--- src/rtl/multdiv_pkg.sv ---
// Shared types and constants for the iterative multiply/divide write-back unit.
// Optional divider datapath is enabled by defining MULTDIV_DIV_EN.
package multdiv_pkg;

  localparam int DATA_W   = 32;
  localparam int REG_AW   = 5;
  localparam int ITER_CNT = 32;
  localparam int CNT_W    = 6;

  typedef enum logic [1:0] {
    IDLE,
    RUN,
    DONE
  } state_e;

  typedef enum logic {
    OP_MULT,
    OP_DIV
  } op_e;

endpackage

--- src/rtl/multdiv_negate.sv ---
// Two's-complement conditional negate, used for operand magnitudes
// and for applying the result sign.
module multdiv_negate
  import multdiv_pkg::*;
(
  input  logic [DATA_W-1:0] value,
  input  logic              negate,
  output logic [DATA_W-1:0] result
);

  assign result = negate ? (~value + DATA_W'(1)) : value;

endmodule

--- src/rtl/multdiv_wb_unit.sv ---
// Iterative signed 32-bit multiply/divide feeding the register-file write port.
// Define MULTDIV_DIV_EN for the restoring divider; otherwise DIV reports an exception.
module multdiv_wb_unit #(
  parameter int DATA_W = 32,
  parameter int REG_AW = 5
) (
  input  logic              clock,
  input  logic              ctrl_reset_n,
  input  logic              ctrl_MULT,
  input  logic              ctrl_DIV,
  input  logic [DATA_W-1:0] data_operandA,
  input  logic [DATA_W-1:0] data_operandB,
  input  logic [REG_AW-1:0] ctrl_destReg,
  output logic              ctrl_busy,
  output logic              ctrl_writeEnable,
  output logic [REG_AW-1:0] ctrl_writeReg,
  output logic [DATA_W-1:0] data_writeReg,
  output logic              data_exception
);

  import multdiv_pkg::*;

  state_e              state;
  state_e              stateNext;
  op_e                 op;
  logic                sign;
  logic                primed;
  logic                dz;
  logic [CNT_W-1:0]    cnt;
  logic [DATA_W-1:0]   operand;
  logic [DATA_W-1:0]   magA;
  logic [DATA_W-1:0]   magB;
  logic [DATA_W-1:0]   resSigned;
  logic [2*DATA_W-1:0] acc;
  logic [2*DATA_W-1:0] accNext;
  logic [DATA_W:0]     sum;
  logic [REG_AW-1:0]   destQ;
  logic                multStart;
  logic                divStart;
  logic                divZero;
  logic                lastIter;
  logic                ovf;

  assign multStart = ctrl_MULT & ~ctrl_DIV;
  assign divStart  = ctrl_DIV & ~ctrl_MULT;
  assign lastIter  = primed && (cnt == CNT_W'(ITER_CNT - 1));

`ifdef MULTDIV_DIV_EN
  assign divZero = (data_operandB == '0);
`else
  assign divZero = 1'b1;
`endif

  multdiv_negate uNegA (
    .value  (data_operandA),
    .negate (data_operandA[DATA_W-1]),
    .result (magA)
  );

  multdiv_negate uNegB (
    .value  (data_operandB),
    .negate (data_operandB[DATA_W-1]),
    .result (magB)
  );

  multdiv_negate uNegRes (
    .value  (accNext[DATA_W-1:0]),
    .negate (sign),
    .result (resSigned)
  );

`ifdef MULTDIV_DIV_EN
  logic [2*DATA_W-1:0] shifted;
  logic [DATA_W:0]     diff;
`endif

  // acc holds {hi, lo}: product/multiplier for MULT, remainder/quotient for DIV
  always_comb begin
    accNext = acc;
    sum     = '0;
`ifdef MULTDIV_DIV_EN
    shifted = acc << 1;
    diff    = {1'b0, shifted[2*DATA_W-1:DATA_W]} - {1'b0, operand};
`endif
    unique case (op)
      OP_MULT: begin
        sum = {1'b0, acc[2*DATA_W-1:DATA_W]}
            + (acc[0] ? {1'b0, operand} : '0);
        accNext = {sum, acc[DATA_W-1:1]};
      end
      OP_DIV: begin
`ifdef MULTDIV_DIV_EN
        accNext = diff[DATA_W] ? shifted
                : {diff[DATA_W-1:0], shifted[DATA_W-1:1], 1'b1};
`else
        accNext = acc;
`endif
      end
      default: accNext = acc;
    endcase
  end

  // only a negative result may reach 2^31 in magnitude
  always_comb begin
    ovf = 1'b0;
    unique case (op)
      OP_MULT:
        ovf = sign
            ? ((accNext[2*DATA_W-1:DATA_W] != '0) ||
               (accNext[DATA_W-1] && (accNext[DATA_W-2:0] != '0)))
            : (accNext[2*DATA_W-1:DATA_W-1] != '0);
      OP_DIV:  ovf = ~sign & accNext[DATA_W-1];
      default: ovf = 1'b0;
    endcase
  end

  always_ff @(posedge clock or negedge ctrl_reset_n) begin
    if (!ctrl_reset_n) state <= IDLE;
    else               state <= stateNext;
  end

  always_comb begin
    stateNext = state;
    unique case (state)
      IDLE:    if (multStart || divStart) stateNext = RUN;
      RUN:     if (dz || lastIter) stateNext = DONE;
      DONE:    stateNext = IDLE;
      default: stateNext = IDLE;
    endcase
  end

  always_comb begin
    ctrl_busy        = (state != IDLE);
    ctrl_writeEnable = (state == DONE);
  end

  always_ff @(posedge clock or negedge ctrl_reset_n) begin
    if (!ctrl_reset_n) begin
      op             <= OP_MULT;
      sign           <= 1'b0;
      primed         <= 1'b0;
      dz             <= 1'b0;
      cnt            <= '0;
      operand        <= '0;
      acc            <= '0;
      destQ          <= '0;
      ctrl_writeReg  <= '0;
      data_writeReg  <= '0;
      data_exception <= 1'b0;
    end else begin
      unique case (state)
        IDLE: if (multStart || divStart) begin
          op      <= multStart ? OP_MULT : OP_DIV;
          sign    <= data_operandA[DATA_W-1] ^ data_operandB[DATA_W-1];
          dz      <= divStart && divZero;
          primed  <= 1'b0;
          cnt     <= '0;
          destQ   <= ctrl_destReg;
          operand <= multStart ? magA : magB;
          acc     <= {{DATA_W{1'b0}}, (multStart ? magB : magA)};
        end
        RUN: if (dz) begin
          ctrl_writeReg  <= destQ;
          data_writeReg  <= '0;
          data_exception <= 1'b1;
        end else if (!primed) begin
          primed <= 1'b1;
        end else begin
          acc <= accNext;
          cnt <= cnt + CNT_W'(1);
          if (lastIter) begin
            ctrl_writeReg  <= destQ;
            data_writeReg  <= ovf ? '0 : resSigned;
            data_exception <= ovf;
          end
        end
        default: ;
      endcase
    end
  end

endmodule

--- config.mk ---
export PLATFORM = sky130hd
export DESIGN_NAME = multdiv_wb_unit
export DESIGN_NICKNAME = d
export VERILOG_FILES = /design/src/rtl/multdiv_pkg.sv /design/src/rtl/multdiv_negate.sv /design/src/rtl/multdiv_wb_unit.sv
export SDC_FILE = /design/constraint.sdc
export NUM_CORES = 1
export LEC_CHECK = 0
export ABC_CLOCK_PERIOD_IN_PS = 11550
export BUFFER_PORTS_ARGS = -buffer_cell sky130_fd_sc_hd__buf_2
export CAP_MARGIN = 20
export CORE_ASPECT_RATIO = 0.8
export CORE_UTILIZATION = 45
export DETAILED_ROUTE_END_ITERATION = 10
export GPL_TIMING_DRIVEN = 0
export SLEW_MARGIN = 25
export SYNTH_ARGS = -nofsm -noshare
export SYNTH_HDL_FRONTEND = slang
export SYNTH_SLANG_ARGS = --single-unit
--- constraint.sdc ---
create_clock -name clock -period 11.55 [get_ports clock]
set_input_delay 2.31 -clock clock [delete_from_list [all_inputs] [get_ports clock]]
set_output_delay 2.31 -clock clock [all_outputs]
set_load 0.02 [all_outputs]
### After elaboration in Yosys (flattened, before gate mapping)

Index checks and enable logic that the tools add are counted.

* divide/modulo/power cells: 0
* mux-type cells: 34
* bitwise operators: 11
* shifts and indexed selects: 0
* $lt $le $gt $ge: 0
* reduce and logical (&&, ||, !) cells: 18
* $mul: 0
* add/subtract/negate cells: 5
* equality and inequality tests: 7

Operators with widths (count)
* two-way mux 32 bit: 10
* case mux 64 bit (2 select lines): 2
* two-way mux 64 bit: 3
* adder 32 x 1 -> 32 bit, second input constant: 3
* NOT 32 bit: 3
* adder 32 x 32 -> 33 bit: 1
* nonzero test 33 bit: 1
* nonzero test 32 bit: 1
* nonzero test 31 bit: 1
* two-way mux 6 bit: 3
* two-way mux 5 bit: 3
* case mux 6 bit (2 select lines): 1
* != test 2 bit, second input constant: 4
* nonzero test 2 bit: 4
* two-way mux 1 bit: 7
* adder 6 x 1 -> 6 bit, second input constant: 1
* == test 6 x 5 -> 1 bit, second input constant: 1
* AND reduction 3 bit: 2
* two-way mux 2 bit: 2
* NOT 1 bit: 4
* case mux 1 bit (2 select lines): 2
* case mux 2 bit (2 select lines): 1
* AND reduction 2 bit: 2
* AND reduction 4 bit: 1
* other kinds (7): 12

* RAM bits: 0
* word-level logic and storage cells: 87
* bits in latches: 0
* flip-flop bits (word level): 151
* output and inout port bits: 40
* input port bits: 73
* memory bits (read-only): 0
* memories kept: 0

### Longest topological paths before layout

Gate-level depths: netlist of the first run.

* depth after elaboration: 12
* gate-level depth with buffers: 19
* mapped depth without buffers: 13

### Cells and area by module

From an unflattened synthesis of the first run, not the netlist that was laid out.

* cell total of the unflattened synthesis: 1364
* area total of the unflattened synthesis: 11964.0 um^2

Modules (own cells, without submodules)
* multdiv_wb_unit: area each 9633.0 um^2, cells each 1067, instances 1, sequential area each 3778.6 um^2
* multdiv_negate: area each 777.0 um^2, cells each 99, instances 3, sequential area each 0.0 um^2

### Worst setup path after synthesis of the first run

No wires, ideal clock.

* kind: input port to flip-flop
* start point: input port data_operandB[5]
* end point: register acc[27]
* stages on the path: 11
* library setup time: 0.127 ns
* data arrival time: 4.810 ns
* path slack: 6.613 ns
* buffers on the path: 1
* required time: 11.423 ns
* path through: or4_1 -> or4_1 -> clkbuf_1 -> nand4bb_1 -> or3_1 -> nand2_1 -> xor2_1 -> nand2_1 -> o211ai_1 -> a21oi_1 -> o2bb2a_1

* cells in the longest elaborated chain, start to end: 6

Ends and longest elaborated chain
* from (decl): RTL line multdiv_wb_unit.sv:12 `input logic [DATA_W-1:0] data_operandB,`
* NOT 32 bit: RTL line multdiv_negate.sv:11 `assign result = negate ? (~value + DATA_W'(1)) : value;`
* adder 32 x 1 -> 32 bit: RTL line multdiv_negate.sv:11
* two-way mux 32 bit: RTL line multdiv_negate.sv:11
* two-way mux 32 bit: RTL line multdiv_wb_unit.sv:160 `acc <= {{DATA_W{1'b0}}, (multStart ? magB : magA)};`
* two-way mux 64 bit: RTL line multdiv_wb_unit.sv:152 `IDLE: if (multStart || divStart) begin`
* case mux 64 bit (2 select lines): RTL line multdiv_wb_unit.sv:151 `unique case (state)`
* to (signal assigned): RTL line multdiv_wb_unit.sv:160
* to (signal assigned): RTL line multdiv_wb_unit.sv:169 `acc <= accNext;`
* to (decl): RTL line multdiv_wb_unit.sv:34 `logic [2*DATA_W-1:0] acc;`

No other way between the ends. The select of a mux whose other input is x is not followed.
A chain may end at the register's enable or synchronous reset.

### Worst setup path in the final report of the first run

* start point: register op
* end point: register data_writeReg[15]

* cells in the longest elaborated chain, start to end: 11

Ends and longest elaborated chain
* from (decl): RTL line multdiv_wb_unit.sv:25 `op_e op;`
* from (signal assigned): RTL line multdiv_wb_unit.sv:153 `op <= multStart ? OP_MULT : OP_DIV;`
* parallel branches: the longest is 7 deep, another holds adder 32 x 1 -> 32 bit
* two-way mux 32 bit (*): RTL line multdiv_wb_unit.sv:173 `data_writeReg <= ovf ? '0 : resSigned;`
* two-way mux 32 bit (*): RTL line multdiv_wb_unit.sv:171 `if (lastIter) begin`
* two-way mux 32 bit (*): RTL line multdiv_wb_unit.sv:166 `end else if (!primed) begin`
* two-way mux 32 bit (*): RTL line multdiv_wb_unit.sv:162 `RUN: if (dz) begin`
* to (signal assigned): RTL line multdiv_wb_unit.sv:173
* to (decl): RTL line multdiv_wb_unit.sv:17 `output logic [DATA_W-1:0] data_writeReg,`

Every way passes the cells marked *. The select of a mux whose other input is x is not followed.

==> metrics.md, run 1 <==
| Metric | Value |
|---|---|
| Type of the most critical hold path | register to register |
| DR iter-0 viols | 1362 |
| Die Span Y | 149 um |
| Core Region | 26300 um2 |
| WHS | 465 ps |
| Endpoints failing setup | 0 |
| Post-Syn Area per Cell | 7.71 um2 |
| Startpoint Class | register |
| Die width | 185 um |
| Initial Util | 0.459 |
| Worst r2r src | op |
| GPL Wtd Cong | 0.981 |
| Ratio of cells with drive above 1 in the final layout | 0.109 |
| Worst slew margin | 0.357 |
| Drt first pass iters | 6 |
| Post-CTS resize count | 0 |
| FILL cells | 2626 |
| Initial antenna violation count | 4 |
| Warnings, synthesis | 0 |
| Worst vdd ir | 0.000119 V |
| GRT Total Usage | 0.344 |
| Number of max-cap violations | 0 |
| WL final | 46.4 mm |
| Yosys reg bits | 151 |
| RSZ-0062 raised after global routing | no |
| Max Transition Viols Final | 0 |
| CP Capture Type | register |
| Vias | 12992 |
| Asr flop ratio synth | 1.00 |
| Outcome | finished clean |
| Dpl hpwl | 36.5 mm |
| Reg area | 3780 um2 |
| Total grt overflow | 0 |
| Max Freq | 142 MHz |
| Crit path from | op |
| Die area | 27500 um2 |
| # IOs | 113 |
| PortBufs | 112 |
| Dpl ws | 4810 ps |
| Post-synthesis sequential area ratio | 0.313 |
| # hold bufs at CTS | 0 |
| Synth cell types | 82 |
| CTS H-Tree Depth | 4 |
| Layout area overhead | 13.3% |
| Post-synth top cells | nand2_1, o21ai_0, dfrtp_1 |
| Final period util | 0.609 |
| CTS tree | built |
| Worst reg-to-reg setup slack | 4520 ps |
| CP Class | register to register |
| Clock Sinks | 151 |
| Cell Area, Synth | 12100 um2 |
| Area of the multi-input gates | 7740 um2 |
| FF-to-FF End | data_writeReg[15] |
| Worst-path clk slew | 70 ps |
| Cell area after layout | 13700 um2 |
| CP arrival | 7380 ps |
| Worst skew pair latency | 450 ps |
| # nets final | 1812 |
| Post-CTS setup buffers | 0 |
| Post-synth EDFFs | 0 |
| Vias in the first global route | 11517 |
| Post-layout min period | 7030 ps |
| First-pass GRT wire length | 70.2 mm |
| DRC | 0 |
| Worst hold endpoint | ctrl_writeReg[1] |
| Cell row count | 53 |
| Max Fanout on Critical Path | 10 |
| Vias per cell | 6.27 |
| FF-to-FF path depth | 19 |
| Skew final | 14.1 ps |
| Final Hold Viols | 0 |
| Final core occ | 0.520 |
| Hold Path Depth | 2 |
| Synth area leader | dfrtp_1 |
| Worst slew pin tran | 958 ps |
| CTS max path bufs | 2 |
| Leakage power figure | 5.80 nW |
| Syn_nets | 1679 |
| Hold Crit Start | ctrl_writeReg[1] |
| Post-Synthesis Cells | 1567 |
| Routed Antenna Nets | 0 |
| Total negative setup slack | 0 ps |
| Root Buffer Master | clkbuf_16 |
| Largest net degree at the start of global routing | 76 |
| Ranking of synthesized cells by area | dfrtp_1, o21ai_0, nand2_1, a21oi_1, nor2_1 |
| Post-route setup slack | 4520 ps |
| Cell with the most instances after synthesis | nand2_1 |
| Post-synth top area share | 0.313 |
| Worst Path Required | 11900 ps |
| Most used DFF post-synth | dfrtp_1 |
| PD cells | 284 nW/um2 |
| Placed cell areas | 13200 um2 |
| Number of CTS-inserted buffers | 17 |
| Routed len/inst | 22.4 um |
[worst max path at each step]
stage | end | slack (ps) | cells past startpoint
5_1_grt | data_writeReg[23] | 4170 | 19
4_1_cts | data_writeReg[15] | 4750 | 19
3_3_place_gp | data_writeReg[18] | 4860 | 19
3_5_place_dp | data_writeReg[15] | 4810 | 19
6_report | data_writeReg[15] | 4520 | 19
2_1_floorplan | acc[27] | 6610 | 11
[worst max-delay path, stage by stage (launching register included)]
cell       delay, ps
dfrtp_1          340
buf_2            250
buf_1            570
clkbuf_1         510
buf_2            360
buf_2            320
buf_1            590
mux2i_1          440
ha_1             230
a21boi_0         310
nand2b_1         200
nor2b_1          420
and4_1           340
a21oi_1          170
a2111oi_2        360
o2111ai_1        180
nor4_1           320
a31oi_1          380
clkbuf_1         340
o21ai_0          260
[registers in the layout, summed over array words and instances, names as in the netlist, 2 cells and up]
signal,cells
destQ,5
cnt,6
operand,32
ctrl_writeReg,5
state,2
data_writeReg,32
acc,64
[placed cells by master (no fill, tap or decap), types with 9 or more instances in the layout]
master and instances:
and4_1 9, clkbuf_16 17, buf_1 12, nand4_1 15, nand3_1 38, dfrtp_1 151
xnor2_1 50, clkbuf_1 107, a211oi_1 15, nor3_1 20, a31oi_1 32, nand2_1 223
nor2b_1 13, and3_1 12, or4_1 16, buf_2 121, xor2_1 44, o31ai_1 21
and2_1 37, nor2_1 132, nand2b_1 11, o211ai_1 33, inv_1 16, o41ai_1 13
o21a_1 9, o21ai_0 174, a21o_1 16, or3_1 26, mux2i_1 20, ha_1 38
a21oi_1 117
[through the flow]
stage / power, mW / instances
final: 3.89 / 2071
after detailed placement: 3.28 / 2038
after floorplan: 2.49 / 1567
after global placement: 3.24 / 2036
after CTS: 3.81 / 2069
after global routing: 4.15 / 2069
[cell families (layout without fill, tap and decap cells)]
kind of cell | count (synthesis) | after routing | synth area share
AOI/OAI and AO/OA | 522 | 522 | 0.276
xor gates and xnor gates | 94 | 94 | 0.0682
adders and majority gates | 39 | 39 | 0.0410
buffers and inverters | 146 | 291 | 0.0464
DFF | 151 | 151 | 0.313
muxes | 25 | 25 | 0.0212
other | 0 | 2 | 0
and+or+nand+nor | 590 | 590 | 0.235
[final cells by class]
cell class / instances / area share
flip-flops and latches: 151 / 0.276
diodes: 2 / 0.000366
repair buffers: 114 / 0.0457
multi-input cells: 1270 / 0.565
plain buffers: 128 / 0.0360
clock inverters: 11 / 0.00558
well taps: 357 / 0.0326
inverters: 18 / 0.00494
clock buffers: 20 / 0.0334
[routing by layer]
layer  part of all wire  global-route usage  routed length [um]
met3               0.13               0.118                6160
met1               0.47               0.531               21800
met5            0.00041                   0                  19
met2               0.39               0.451               17900
met4              0.013              0.0711                 584
[report_power, final]
part           switching [mW]  internal, mW  leakage [nW]
Sequential              0.171         0.764          1.91
Clock                   0.246         0.285         0.266
Combinational            1.65         0.770          3.63
Power figures use the tool's default switching activity.
==> run 2, diff against run 1 <==
--- a/config.mk
+++ b/config.mk
@@ -5,13 +5,15 @@
 export SDC_FILE = /design/constraint.sdc
 export NUM_CORES = 1
 export LEC_CHECK = 0
-export ABC_CLOCK_PERIOD_IN_PS = 11550
+export ABC_AREA = 1
+export ABC_CLOCK_PERIOD_IN_PS = 5800
 export BUFFER_PORTS_ARGS = -buffer_cell sky130_fd_sc_hd__buf_2
 export CAP_MARGIN = 20
 export CORE_ASPECT_RATIO = 0.8
 export CORE_UTILIZATION = 45
 export DETAILED_ROUTE_END_ITERATION = 10
 export GPL_TIMING_DRIVEN = 0
+export PLACE_DENSITY = 0.66
 export SLEW_MARGIN = 25
 export SYNTH_ARGS = -nofsm -noshare
 export SYNTH_HDL_FRONTEND = slang
==> constraint.sdc (replaced) <==
create_clock -name clock -period 5.8 [get_ports clock]
set_input_delay 1.16 -clock clock [delete_from_list [all_inputs] [get_ports clock]]
set_output_delay 1.16 -clock clock [all_outputs]
set_load 0.02 [all_outputs]
==> metrics.md, run 2 <==
| Metric | Value |
|---|---|
| Initial Util | 0.462 (+0.00321) |
| Hold Path Depth | 2 (unchanged) |
| Endpoints failing setup | 0 (unchanged) |
| Worst slew pin tran | 876 ps (-82.1 ps) |
| Internal | 3.45 mW (+90%) |
| Cell area after layout | 13900 um2 (+1.6%) |
| Synth area leader | dfrtp_1 |
| Largest net degree at the start of global routing | 88 (+16%) |
| Post-CTS resize count | 0 (unchanged) |
| Number of max-cap violations | 0 (unchanged) |
| CP Class | register to register |
| Vias | 13449 (+3.5%) |
| Dpl hpwl | 35.8 mm (-1.7%) |
| Core Region | 26500 um2 (+0.76%) |
| Most frequent cells in the layout | nand2_1, inv_1, nor2_1, dfrtp_1, nand3_1 |
| PD cells | 518 nW/um2 (+83%) |
| Switching power | 3.76 mW (+82%) |
| Clock Sinks | 151 (unchanged) |
| RSZ-0062 raised after global routing | no |
| Placed cell areas | 13300 um2 (+1.3%) |
| WHS | 475 ps (+9.39 ps) |
| Warnings, synthesis | 0 (unchanged) |
| Combinational share of power | 0.596 (-0.027) |
| Number of CTS-inserted buffers | 17 (unchanged) |
| Ratio of cells with drive above 1 in the final layout | 0.0901 (-0.0186) |
| First-pass GRT wire length | 68.6 mm (-2.3%) |
| Leakage power figure | 7.37 nW (+27%) |
| Routed len/inst | 18.4 um (-18%) |
| Sw frac | 0.522 (-0.0104) |
| CP Capture Type | register |
| Routed Antenna Nets | 0 (unchanged) |
| Cell with the most instances after synthesis | nand2_1 |
| CTS max path bufs | 2 (unchanged) |
| DRC | 0 (unchanged) |
| Total grt overflow | 0 (unchanged) |
| Top reg by flops | acc |
| Outcome | finished clean |
| Post-Syn Area per Cell | 6.42 um2 (-17%) |
| Asr flop ratio synth | 1.00 (unchanged) |
| Startpoint Class | register |
| Final Hold Viols | 0 (unchanged) |
| Max Fanout on Critical Path | 10 (unchanged) |
| Skew final | 12.9 ps (-1.20 ps) |
| Worst slew margin | 0.416 (+0.0590) |
| Max Freq | 251 MHz (+76%) |
| Max Transition Viols Final | 0 (unchanged) |
| Vias in the first global route | 12174 (+5.7%) |
| Worst-path clk slew | 70 ps (about the same) |
| Drt first pass iters | 6 (unchanged) |
| # nets final | 2153 (+19%) |
| Die width | 187 um (+0.72%) |
| # hold bufs at CTS | 0 (unchanged) |
| Worst vdd ir | 0.000263 V (+120%) |
| Final period util | 0.687 (+0.0787) |
| Ranking of synthesized cells by area | dfrtp_1, nand2_1, inv_1, nand3_1, nor2_1 |
| Worst Path Required | 6180 ps (-5720 ps) |
| Largest register FFs | 64 (unchanged) |
| Die area | 27900 um2 (+1.4%) |
| Post-synth top area share | 0.308 (-0.00450) |
| Post-synth EDFFs | 0 (unchanged) |
| Clk pwr share | 0.158 (+0.021) |
| Initial antenna violation count | 1 (-3) |
| Total negative setup slack | 0 ps (unchanged) |
| Die Span Y | 150 um (+0.72%) |
| CTS tree | built |
| Commonest non-fill, non-tap cell in the layout | nand2_1 |
| Most used DFF post-synth | dfrtp_1 |
| # diodes | 0 (-2) |
| Synth cell types | 45 (-45%) |
| CTS H-Tree Depth | 4 (unchanged) |
| Cell row count | 53 (unchanged) |
| # IOs | 113 (unchanged) |
| Type of the most critical hold path | register to register |
| Post-layout min period | 3990 ps (-3040 ps) |
| Vias per cell | 5.58 (-11%) |
| GPL Wtd Cong | 1.05 (+6.7%) |
| Yosys reg bits | 151 (unchanged) |
| Root Buffer Master | clkbuf_16 |
| WL final | 44.2 mm (-4.7%) |
| Worst skew pair latency | 450 ps (about the same) |
| Leading registers by flop count | acc: 64 flops, data_writeReg: 32 flops, operand: 32 flops |
| Post-synthesis sequential area ratio | 0.308 (-0.00450) |
| FF-to-FF path depth | 21 (+2) |
| DR iter-0 viols | 1458 (+7.0%) |
| GRT Total Usage | 0.320 (-0.0240) |
| Post-synth top cells | nand2_1, inv_1, nor2_1 |
| CP arrival | 4360 ps (-3020 ps) |
| Cell Area, Synth | 12300 um2 (+1.5%) |
| PortBufs | 111 (-0.89%) |
| Syn_nets | 2021 (+20%) |
| Sequential share of power | 0.245 (+0.005) |
| Post-Synthesis Cells | 1909 (+22%) |
| Post-CTS setup buffers | 0 (unchanged) |
| Layout area overhead | 13.5% |
run 2: changes by cell type in the layout (fill, tap and decap cells not counted), sizes merged, moves of 48 or more:
cell | previous run | this run
nand2 | 223 | 599
nor2 | 132 | 180
inv | 18 | 255
nand3 | 38 | 147
clkbuf | 126 | 74
o21ai | 179 | 120
run 2: final timing paths:
kind | slack [ps] | startpoint | to
max reg2reg | 1810 | acc[0] | data_writeReg[5]
min in group asynchronous | 490 | ctrl_reset_n | data_writeReg[5]
min | 470 | data_writeReg[25] | data_writeReg[25]
max in group asynchronous | 4340 | ctrl_reset_n | operand[26]
min reg2reg | 470 | data_writeReg[25] | data_writeReg[25]
max | 1810 | acc[0] | data_writeReg[5]
run 2: kinds of logic (layout without fill, tap and decap cells):
group,after synthesis,in the layout,synth area share
XOR/XNOR,68,68,0.0486
AO/OA/AOI/OAI,321,321,0.159
buffers and inverters,334,479,0.108
adder cells (fa/ha/maj),39,39,0.0404
flip-flops,151,151,0.308
AND/OR/NAND/NOR,996,996,0.336
run 2: metrics by stage:
step	utilization	std cells	power [mW]	setup WS, ps
after detailed placement	0.502	2379	5.95	1970
after CTS	0.524	2411	7.11	1950
after global routing	0.524	2411	7.73	1280
final	0.524	2411	7.21	1810
after floorplan	-	1909	4.60	2850
after global placement	0.500	2377	5.89	1220
run 2: area by class of cell:
class                   count  area [um2]
plain buffers              78         357
repair buffers            113         621
clock buffers              18         439
multi-input cells        1424        7160
clock inverters            14         146
well taps                 357         447
inverters                 256         961
fillers                  2765       12600
flip-flops and latches    151        3780
run 2: critical path, stage by stage (launching register included):
cell and delay [ps]:
dfrtp_1 320, clkbuf_1 320, clkbuf_1 340, nand2_1 100
inv_1 80, ha_1 310, nand2_1 230, inv_1 60
nand2_1 60, nand2_1 80, a21oi_1 210, nand3_1 240
a21oi_1 210, nor2_1 50, o21ai_0 360, nand2_1 120
nor2_1 160, nand3_1 100, nand2_2 190, buf_6 180
nand3_1 90, nand2_1 90
run 2: power groups by stage:
stage | clock [mW] | combinational [mW] | sequential, mW
2_1_floorplan | 0 | 2.79 | 1.81
3_3_place_gp | 0 | 4.13 | 1.77
3_5_place_dp | 0 | 4.18 | 1.77
4_1_cts | 1.15 | 4.20 | 1.76
5_1_grt | 1.18 | 4.73 | 1.81
6_report | 1.14 | 4.30 | 1.77
run 2: per-layer routing:
metal,part of all wire,global-route usage
met1,0.47,0.482
met2,0.39,0.452
met3,0.11,0.0746
met4,0.019,0.0861
met5,0,0
==> run 3, diff against run 2 <==
--- a/config.mk
+++ b/config.mk
@@ -5,15 +5,14 @@
 export SDC_FILE = /design/constraint.sdc
 export NUM_CORES = 1
 export LEC_CHECK = 0
-export ABC_AREA = 1
-export ABC_CLOCK_PERIOD_IN_PS = 5800
+export ABC_AREA = 0
+export ABC_CLOCK_PERIOD_IN_PS = 4030
 export BUFFER_PORTS_ARGS = -buffer_cell sky130_fd_sc_hd__buf_2
 export CAP_MARGIN = 20
 export CORE_ASPECT_RATIO = 0.8
 export CORE_UTILIZATION = 45
 export DETAILED_ROUTE_END_ITERATION = 10
 export GPL_TIMING_DRIVEN = 0
-export PLACE_DENSITY = 0.66
 export SLEW_MARGIN = 25
 export SYNTH_ARGS = -nofsm -noshare
 export SYNTH_HDL_FRONTEND = slang
==> constraint.sdc (replaced) <==
create_clock -name clock -period 4.03 [get_ports clock]
set_input_delay 0.806 -clock clock [delete_from_list [all_inputs] [get_ports clock]]
set_output_delay 0.806 -clock clock [all_outputs]
set_load 0.02 [all_outputs]
==> metrics.md, run 3 (same netlist as run 1, synthesis figures left out) <==
| Metric | Value |
|---|---|
| Outcome | finished with violations |
| Failing checks | setup timing |
| CP max-delay cell | dfrtp_2 |
| Crit-path cells | and2_4 -> ha_4 -> fa_2 -> a21o_1 -> a221oi_4 -> buf_4 -> o211a_4 -> o41ai_2 -> o21ai_0 -> o2bb2ai_1 -> o2111ai_2 -> nor4_4 -> a31oi_4 -> buf_6 -> mux2_2 |
| GRT Total Usage | 0.348 (+0.0277) |
| Post-Route M1 WL | 22.4 mm (+7.0%) |
| Worst reg-to-reg setup slack | -150 ps (-1970 ps) |
| Type of the most critical hold path | input port to asynchronous set/reset pin |
| Top layer in use | met5 |
| FF-to-FF End | data_exception |
| CTS H-Tree Depth | 4 (unchanged) |
| Skew final | 12.7 ps (-0.189 ps) |
| PortBufs | 112 (+0.90%) |
| Post-Layout Cell Count | 2100 (-13%) |
| FF-to-FF path depth | 15 (-29%) |
| DR iter-0 viols | 1337 (-8.3%) |
| Die width | 185 um (-0.71%) |
| Crit-path leading delay family | compound AO/OA/AOI/OAI gates |
| Clk pwr share | 0.136 (-0.022) |
| Root Buffer Master | clkbuf_16 |
| First-pass GRT wire length | 71.1 mm (+3.6%) |
| Die Span Y | 149 um (-0.71%) |
| Post-placement cell count | 2038 (-14%) |
| DRC | 0 (unchanged) |
| Top reg by flops | acc |
| # nets final | 1840 (-15%) |
| CTS tree | built |
| Post-route setup slack | -154 ps (-1970 ps) |
| Post-layout min period | 4180 ps (+197 ps) |
| WHS | 259 ps (-215 ps) |
| Worst r2r src | acc[0] |
| RSZ-0062 raised after global routing | yes |
| Initial antenna violation count | 4 (+3) |
| Vias in the first global route | 11814 (-3.0%) |
| Leakage power figure | 6.18 nW (-16%) |
| WL final | 48.0 mm (+8.5%) |
| Worst vdd ir | 0.000496 V (+88%) |
| Worst Path Required | 4360 ps (-1820 ps) |
| Layout area overhead | 22.5% |
| CP Capture Type | register |
| Vias | 13186 (-2.0%) |
| Worst-path clk slew | 60 ps (about the same) |
| Total negative setup slack | -2340 ps (-2340 ps) |
| CTS max path bufs | 2 (unchanged) |
| Worst skew pair latency | 450 ps (about the same) |
| Vias per cell | 6.28 (+13%) |
| Sw frac | 0.513 (-0.00902) |
| Die area | 27500 um2 (-1.4%) |
| Endpoints failing setup | 32 (+32) |
| # IOs | 113 (unchanged) |
| Clock Sinks | 151 (unchanged) |
| Total grt overflow | 0 (unchanged) |
| Final period util | 1.04 (+0.351) |
| Worst slew margin | 0.385 (-0.0308) |
| Leading registers by flop count | acc: 64 flops, data_writeReg: 32 flops, operand: 32 flops |
| PD cells | 840 nW/um2 (+62%) |
| Commonest non-fill, non-tap cell in the layout | nand2_1 |
| Final Hold Viols | 0 (unchanged) |
| Switching power | 6.37 mW (+69%) |
| Metal2 WL | 18.5 mm (+6.3%) |
| Max Freq | 239 MHz (-4.7%) |
| Number of max-cap violations | 0 (unchanged) |
| Sequential share of power | 0.221 (-0.024) |
| Startpoint Class | register |
| GPL Wtd Cong | 0.981 (-6.3%) |
| Core Region | 26300 um2 (-0.75%) |
| Largest net degree at the start of global routing | 56 (-36%) |
| Max Fanout on Critical Path | 7 (-3) |
| Worst slew pin tran | 916 ps (+40.1 ps) |
| Crit-path max cell delay | 530 ps (+170 ps) |
| Internal | 6.06 mW (+76%) |
| FILL cells | 2524 (-8.7%) |
| Crit path from | acc[0] |
| Number of CTS-inserted buffers | 17 (unchanged) |
| Routed len/inst | 22.8 um (+25%) |
| Initial Util | 0.459 (-0.00321) |
| Dpl hpwl | 36.9 mm (+3.1%) |
| Combinational share of power | 0.643 (+0.047) |
| Routed Antenna Nets | 0 (unchanged) |
| Most frequent cells in the layout | nand2_1, o21ai_0, dfrtp_1, nor2_1, buf_2 |
| CP arrival | 4510 ps (+150 ps) |
| Critical path buffer and inverter count | 2 (-3) |
| Ratio of cells with drive above 1 in the final layout | 0.183 (+0.0926) |
| Max Transition Viols Final | 0 (unchanged) |
| Cell row count | 53 (unchanged) |
| Largest register FFs | 64 (unchanged) |
| Drt first pass iters | 6 (unchanged) |
| Met3 Wirelength | 5.89 mm (+17%) |
| CP Class | register to register |
run 3: cell count changes in the layout (fill, tap and decap cells not counted), moves of 36 or more:
cell and delta:
nand2_1 -375, inv_1 -232, nand3_1 -107, o21ai_0 +70, nor2_1 -47, buf_4 +36
run 3: through the flow:
step                      instance area, um2   util  worst slack, ps  power (mW)
final                                  14800  0.562             -154        12.4
after floorplan                        12100      -             26.0        7.15
after global placement                 13100  0.498            -1670        9.36
after CTS                              14400  0.546            -14.8        11.7
after global routing                   14800  0.562             -221        13.2
after detailed placement               13200  0.500            -1610        9.44
run 3: area by class of cell:
cell class              count  area [um2]  share of cell area
multi-input cells        1270        8340               0.563
flip-flops and latches    151        3780               0.255
repair buffers            157         981              0.0663
plain buffers             113         577              0.0390
clock buffers              22         464              0.0314
well taps                 357         447              0.0302
clock inverters            10         145             0.00980
inverters                  18        67.6             0.00456
diodes                      2        5.00            0.000338
run 3: repair_timing:
item,in CTS,in global routing
gates cloned,0,3
hold buffers,0,0
pin swaps,14,27
endpoints found under the setup margin,39,40
gates resized for setup,106,63
setup buffers,22,19
run 3: how the worst max path moves through the flow:
stage                                   end  slack (ps)  depth (start not counted)
after detailed placement  data_writeReg[12]       -1610                         19
final                        data_exception        -150                         15
after floorplan           data_writeReg[17]          30                         19
after global routing         data_exception        -220                         19
after global placement    data_writeReg[18]       -1670                         19
after CTS                    data_exception         -10                         15
run 3: power by group through the flow:
stage               clock [mW]  sequential [mW]  combinational, mW
floorplan                    0             2.74               4.41
global placement             0             2.68               6.68
detailed placement           0             2.70               6.75
CTS                       1.71             2.68               7.29
global route              1.77             2.81               8.58
finish                    1.69             2.74               7.99
run 3: routing by layer:
| metal | GRT usage | vias up |
|---|---|---|
| li1 | - | 6010 |
| met1 | 0.534 | 6379 |
| met2 | 0.448 | 729 |
| met3 | 0.119 | 64 |
| met4 | 0.0983 | 4 |
| met5 | 0 | - |
